[config.mk]
export PLATFORM = sky130hd
export DESIGN_NAME = iopmp_prio_scan
export DESIGN_NICKNAME = d
export VERILOG_FILES = /design/src/rtl/iopmp_prio_scan.sv
export SDC_FILE = /design/constraint.sdc
export NUM_CORES = 1
export LEC_CHECK = 0
export CAP_MARGIN = 20
export CORE_ASPECT_RATIO = 1.75
export CORE_MARGIN = 2
export CORE_UTILIZATION = 40
export CTS_CLUSTER_SIZE = 24
export DETAILED_ROUTE_END_ITERATION = 8
export PLACE_DENSITY = 0.66
export SETUP_SLACK_MARGIN = 0.1
export SYNTH_ARGS = -nofsm -noshare
export SYNTH_HDL_FRONTEND = slang
export SYNTH_SLANG_ARGS = --single-unit
[constraint.sdc]
create_clock -name clk_i -period 6.4 [get_ports clk_i]
set_input_delay 0.64 -clock clk_i [delete_from_list [all_inputs] [get_ports clk_i]]
set_output_delay 0.64 -clock clk_i [all_outputs]
set_load 0.1 [all_outputs]
[src/rtl/iopmp_prio_scan.sv]
// iopmp_prio_scan: multi-cycle priority resolver for the IOPMP checker.
//
// Captures a match vector and per-entry R/W permissions on a valid/ready
// handshake. It then scans the captured vector CHUNK bits per cycle, with the
// lowest index winning. It returns the winning index and an allow/deny
// decision on a second valid/ready handshake.
//
// Optional build macro: IOPMP_PRIO_SCAN_STATS_EN adds deny_cnt_o, a saturating
// 16-bit count of denied decisions that were handed off.
module iopmp_prio_scan #(
    parameter  int NUM_ENTRIES = 16,
    parameter  int CHUNK       = 4,
    localparam int IDX_W       = $clog2(NUM_ENTRIES)
) (
    input  logic                   clk_i,
    input  logic                   rst_i,
    input  logic                   in_valid_i,
    output logic                   in_ready_o,
    input  logic [NUM_ENTRIES-1:0] match_i,
    input  logic [NUM_ENTRIES-1:0] perm_r_i,
    input  logic [NUM_ENTRIES-1:0] perm_w_i,
    input  logic                   is_write_i,
    output logic                   out_valid_o,
    input  logic                   out_ready_i,
    output logic                   hit_o,
    output logic [IDX_W-1:0]       idx_o,
    output logic                   allow_o,
`ifdef IOPMP_PRIO_SCAN_STATS_EN
    output logic [15:0]            deny_cnt_o,
`endif
    output logic                   busy_o
);

    localparam int NUM_CHUNKS = (NUM_ENTRIES + CHUNK - 1) / CHUNK;
    localparam int PAD_W      = NUM_CHUNKS * CHUNK;
    localparam int CNT_W      = (NUM_CHUNKS > 1) ? $clog2(NUM_CHUNKS) : 1;
    localparam int TZ_W       = $clog2(CHUNK);

    typedef enum logic [1:0] {
        S_IDLE = 2'd0,
        S_SCAN = 2'd1,
        S_DONE = 2'd2
    } state_t;

    state_t                 state_q;
    logic [CNT_W-1:0]       cnt_q;
    logic [NUM_ENTRIES-1:0] match_q;
    logic [NUM_ENTRIES-1:0] perm_r_q;
    logic [NUM_ENTRIES-1:0] perm_w_q;
    logic                   is_write_q;

    logic                   in_ready_q;
    logic                   out_valid_q;
    logic                   busy_q;
    logic                   hit_q;
    logic [IDX_W-1:0]       idx_q;
    logic                   allow_q;

    // Scan datapath signals, all derived from the captured registers.
    logic [PAD_W-1:0]       match_pad;
    logic [CHUNK-1:0]       win;
    logic                   win_nz;
    logic [TZ_W-1:0]        tz;
    logic [31:0]            pos;
    logic [IDX_W-1:0]       idx_d;
    logic                   allow_d;
    logic                   last_chunk;

    // Zero-pad the top of the last chunk so bits past the real entries never win.
    genvar gi;
    generate
        for (gi = 0; gi < PAD_W; gi++) begin : g_pad
            if (gi < NUM_ENTRIES) begin : g_real
                assign match_pad[gi] = match_q[gi];
            end else begin : g_zero
                assign match_pad[gi] = 1'b0;
            end
        end
    endgenerate

    assign win        = match_pad[cnt_q*CHUNK +: CHUNK];
    assign win_nz     = |win;
    assign last_chunk = (cnt_q == CNT_W'(NUM_CHUNKS - 1));

    // Trailing-zero count of the current window: a downward scan leaves the lowest set bit.
    always_comb begin
        tz = '0;
        for (int i = CHUNK - 1; i >= 0; i--) begin
            if (win[i]) begin
                tz = TZ_W'(i);
            end
        end
    end

    // Winning index and its permission for the request type. This is only used when win_nz is set.
    always_comb begin
        pos     = 32'(cnt_q) * 32'(CHUNK) + 32'(tz);
        idx_d   = pos[IDX_W-1:0];
        allow_d = is_write_q ? perm_w_q[idx_d] : perm_r_q[idx_d];
    end

    // Control FSM: capture on the input handshake, scan one chunk per cycle, hold the result until the output handshake.
    always_ff @(posedge clk_i) begin
        if (rst_i) begin
            state_q     <= S_IDLE;
            cnt_q       <= '0;
            match_q     <= '0;
            perm_r_q    <= '0;
            perm_w_q    <= '0;
            is_write_q  <= 1'b0;
            in_ready_q  <= 1'b1;
            out_valid_q <= 1'b0;
            busy_q      <= 1'b0;
            hit_q       <= 1'b0;
            idx_q       <= '0;
            allow_q     <= 1'b0;
        end else begin
            case (state_q)
                S_IDLE: begin
                    if (in_valid_i) begin
                        match_q    <= match_i;
                        perm_r_q   <= perm_r_i;
                        perm_w_q   <= perm_w_i;
                        is_write_q <= is_write_i;
                        cnt_q      <= '0;
                        state_q    <= S_SCAN;
                        in_ready_q <= 1'b0;
                        busy_q     <= 1'b1;
                    end
                end
                S_SCAN: begin
                    if (win_nz) begin
                        hit_q       <= 1'b1;
                        idx_q       <= idx_d;
                        allow_q     <= allow_d;
                        out_valid_q <= 1'b1;
                        state_q     <= S_DONE;
                    end else if (last_chunk) begin
                        hit_q       <= 1'b0;
                        idx_q       <= '0;
                        allow_q     <= 1'b0;
                        out_valid_q <= 1'b1;
                        state_q     <= S_DONE;
                    end else begin
                        cnt_q <= cnt_q + CNT_W'(1);
                    end
                end
                S_DONE: begin
                    if (out_ready_i) begin
                        out_valid_q <= 1'b0;
                        in_ready_q  <= 1'b1;
                        busy_q      <= 1'b0;
                        state_q     <= S_IDLE;
                    end
                end
                default: begin
                    state_q     <= S_IDLE;
                    in_ready_q  <= 1'b1;
                    out_valid_q <= 1'b0;
                    busy_q      <= 1'b0;
                end
            endcase
        end
    end

    assign in_ready_o  = in_ready_q;
    assign out_valid_o = out_valid_q;
    assign busy_o      = busy_q;
    assign hit_o       = hit_q;
    assign idx_o       = idx_q;
    assign allow_o     = allow_q;

`ifdef IOPMP_PRIO_SCAN_STATS_EN
    logic [15:0] deny_cnt_q;

    // Count denied decisions at handoff; saturate rather than wrap.
    always_ff @(posedge clk_i) begin
        if (rst_i) begin
            deny_cnt_q <= '0;
        end else if (out_valid_q && out_ready_i && !allow_q && (deny_cnt_q != 16'hFFFF)) begin
            deny_cnt_q <= deny_cnt_q + 16'd1;
        end
    end

    assign deny_cnt_o = deny_cnt_q;
`endif

endmodule

==> results.toml <==
[worst_setup_path]
endpoint_kind = "flip-flop"
critPathLaunch = "cnt_q[0]"
r2r_start = "cnt_q[0]"
rrSetupSlack_ns = 3.64
cp.arrival_ns = 2.98
cpPeakStageDelay_ns = 0.76
slowest_stage = "dfxtp_1"
reg2reg_to = "allow_o"
path_max_fanout = 18
cp_cell_sequence = "mux4_2 -> or2_1 -> o21bai_4 -> and2b_1 -> a211oi_1 -> o41ai_2 -> o21ai_1"
crit_end = "allow_o"
path_class = "flip-flop to flip-flop"
cp.required_ns = 6.61
rr_worst_depth = 7
cp-start-kind = "flip-flop"

[power_and_ir_drop]
p_per_area_mw_per_mm2 = 317
p_int_mw = 0.887
clockPowerShare_pct = 44.0
power_leakage_nw = 1.40
ir_drop_mv = 0.196
power_switching_mw = 0.313
p_total_mw = 1.20
combPwrFrac_pct = 19.1
p_seq_share_pct = 36.9
netSwitchingFraction_pct = 26.1

[clocking]
cts_tree = "done"
clk_pin_slew_ns = 0.05
cts_resized = 0
htreeDepth = 3
insertion_delay_ns = 0.33
cts_buffer_depth = 2
cts.sinks = 62
postCtsHoldBufs = 0
cts_buffers = 9
post_cts_buffers = 0
cts_root_buffer = "clkbuf_16"

[routing]
viasPerCell = 5.03
routed_wl_um = 6700
drt-initial-drc-count = 105
firstDrtPassIters = 4
vias = 2484
drc_errors = 0
wl_per_cell_um = 13.6
ant_nets = 0

[global_route]
grt_pass1_wl_um = 11000
grt_max_degree = 64
grt_pass1_vias = 2370
overflow = 0
grtUsageTotal_pct = 19.5
antenna_found_initial = 0

[sta]
rsz0062_at_grt = "no"
fmax_ghz = 0.362
report.final.slew_viol_count = 0
post-route-period-util_pct = 43.2
min_period_ns = 2.76
setup_viol = 0
setup_slack_ns = 3.64
hold_viol_final = 0
fin_tns_setup_ns = 0
clock_skew_ns = 0.00645
tightestPinTransition_ns = 0.973
relSlewSlack_pct = 34.9

[yosys]
synth_warnings = 0
synth_edf_count = 0
ys_types = 48
avgSynthCellArea_um2 = 7.87
synth_seq_cells = 62
synth_commonest_cells = "nand2_1 (102), a21oi_1 (66), dfxtp_1 (62)"
syn_nets = 409
yosysMostFrequentCell = "nand2_1"
synth_area_mm2 = 0.00279
synthFlopType = "dfxtp_1"
synth-seq-area-share_pct = 44.4
yosys-top-cells-area = "dfxtp_1 (44%), nand2_1 (14%), a21oi_1 (12%)"
async_flop_share_pct = 0
synth_top_area_share_pct = 44.4
synth_cells = 355
synth_top_cell_by_area = "dfxtp_1"

[cells_and_area]
fin_util_pct = 55.7
area_delta_synth_final_pct = 35.7
fillers = 674
final_layout_size_suffix_gt1_share_pct = 8.05
finalNetCount = 459
antenna_cells = 0

[job]
max_cap_viol_count = 0

[worst_hold_path]
hold_path_class = "flip-flop to flip-flop"
worstHoldStart = "perm_r_q[9]"

[outcome]
status = "finished, final reports clean"

[floorplanning]
dieArea_mm2 = 0.00769
die_h_um = 115
fp-row-count = 40
initial_core_util_pct = 41.0
num_io_pins = 62
core-area_mm2 = 0.00681
die_w_um = 67.2

[placement]
place_congestion = 0.825
dp_hpwl_um = 4760
place_ws_ns = 3.54
io_buffers = 61
worst max-delay path, delay by kind of cell (launching register included):
kind | cells | cell delay [ns]
AOI/OAI and AO/OA | 4 | 0.67
DFF | 1 | 0.76
muxes | 1 | 0.70
and+or+nand+nor | 2 | 0.49
power by group through the flow:
stage	sequential (mW)	clock [mW]	combinational, mW
global route	0.447	0.557	0.254
global placement	0.451	0	0.221
finish	0.443	0.528	0.229
detailed placement	0.452	0	0.224
CTS	0.444	0.542	0.225
floorplan	0.471	0	0.137
state kept, by name (all words and copies together) (netlist names):
signal / cells
in_ready_o: 1
idx_o: 4
perm_w_q: 16
hit_o: 1
is_write_q: 1
match_pad: 16
cnt_q: 2
busy_o: 1
allow_o: 1
perm_r_q: 16
state_q: 2
out_valid_o: 1
kinds of logic (layout without fill, tap and decap cells):
kind of cell / count (synthesis) / after routing / share of synthesized area [%]
compound gates: 97 / 97 / 20.6
fa+ha+maj: 1 / 1 / 0.448
buf+inv: 35 / 90 / 5.64
flops: 62 / 62 / 44.4
mux: 5 / 5 / 3.76
simple gates: 155 / 155 / 25.1
area by class of cell:
type                            instances  area, µm²  share of cell area [%]
Clock inverter                          3       65.1                    1.72
Clock buffer                           13        270                    7.13
Multi-Input combinational cell        258       1400                    37.0
Timing Repair Buffer                   64        668                    17.6
Inverter                               10       37.5                   0.991
Sequential cell                        62       1240                    32.8
Tap cell                               84        105                    2.77
worst min path at each step:
stage	endpoint	slack, ns	depth (start not counted)
after detailed placement	perm_w_q[2]	0.45	2
after CTS	perm_r_q[9]	0.46	2
after global placement	match_pad[3]	0.44	2
after floorplan	perm_w_q[3]	0.43	2
final	perm_r_q[9]	0.45	2
after global routing	perm_r_q[6]	0.47	2
metal layers:
metal  part of all wire (%)  track usage, %
met4                    2.8            10.1
met3                    4.2            4.82
met2                     54            33.3
met1                     39            21.8
met5                      0               0
per-stage QoR:
stage          hold WS [ns]  instance area (µm²)  instances
5_1_grt               0.470                 3790        494
3_3_place_gp          0.444                 3400        476
2_1_floorplan         0.431                 2790        355
4_1_cts               0.456                 3730        492
6_report              0.453                 3790        494
3_5_place_dp          0.447                 3400        476
placed cells by master, fill, tap and decap left out, drive strengths merged, types with 3 or more instances in the layout:
| cell type | synthesis | routed |
|---|---|---|
| o21ai | 8 | 8 |
| or2 | 3 | 3 |
| buf | 6 | 4 |
| a21oi | 67 | 67 |
| nand2b | 3 | 3 |
| nand3b | 5 | 5 |
| or3b | 3 | 3 |
| a221oi | 3 | 3 |
| nor2 | 19 | 19 |
| clkdlybuf4s50 | 0 | 60 |
| o21bai | 3 | 3 |
| mux4 | 4 | 4 |
| nand2 | 103 | 103 |
| inv | 10 | 10 |
| nor3 | 6 | 6 |
| clkbuf | 19 | 13 |
| or2b | 6 | 6 |
| dfxtp | 62 | 62 |
| nor2b | 4 | 4 |
Power figures use the tool's default switching activity.
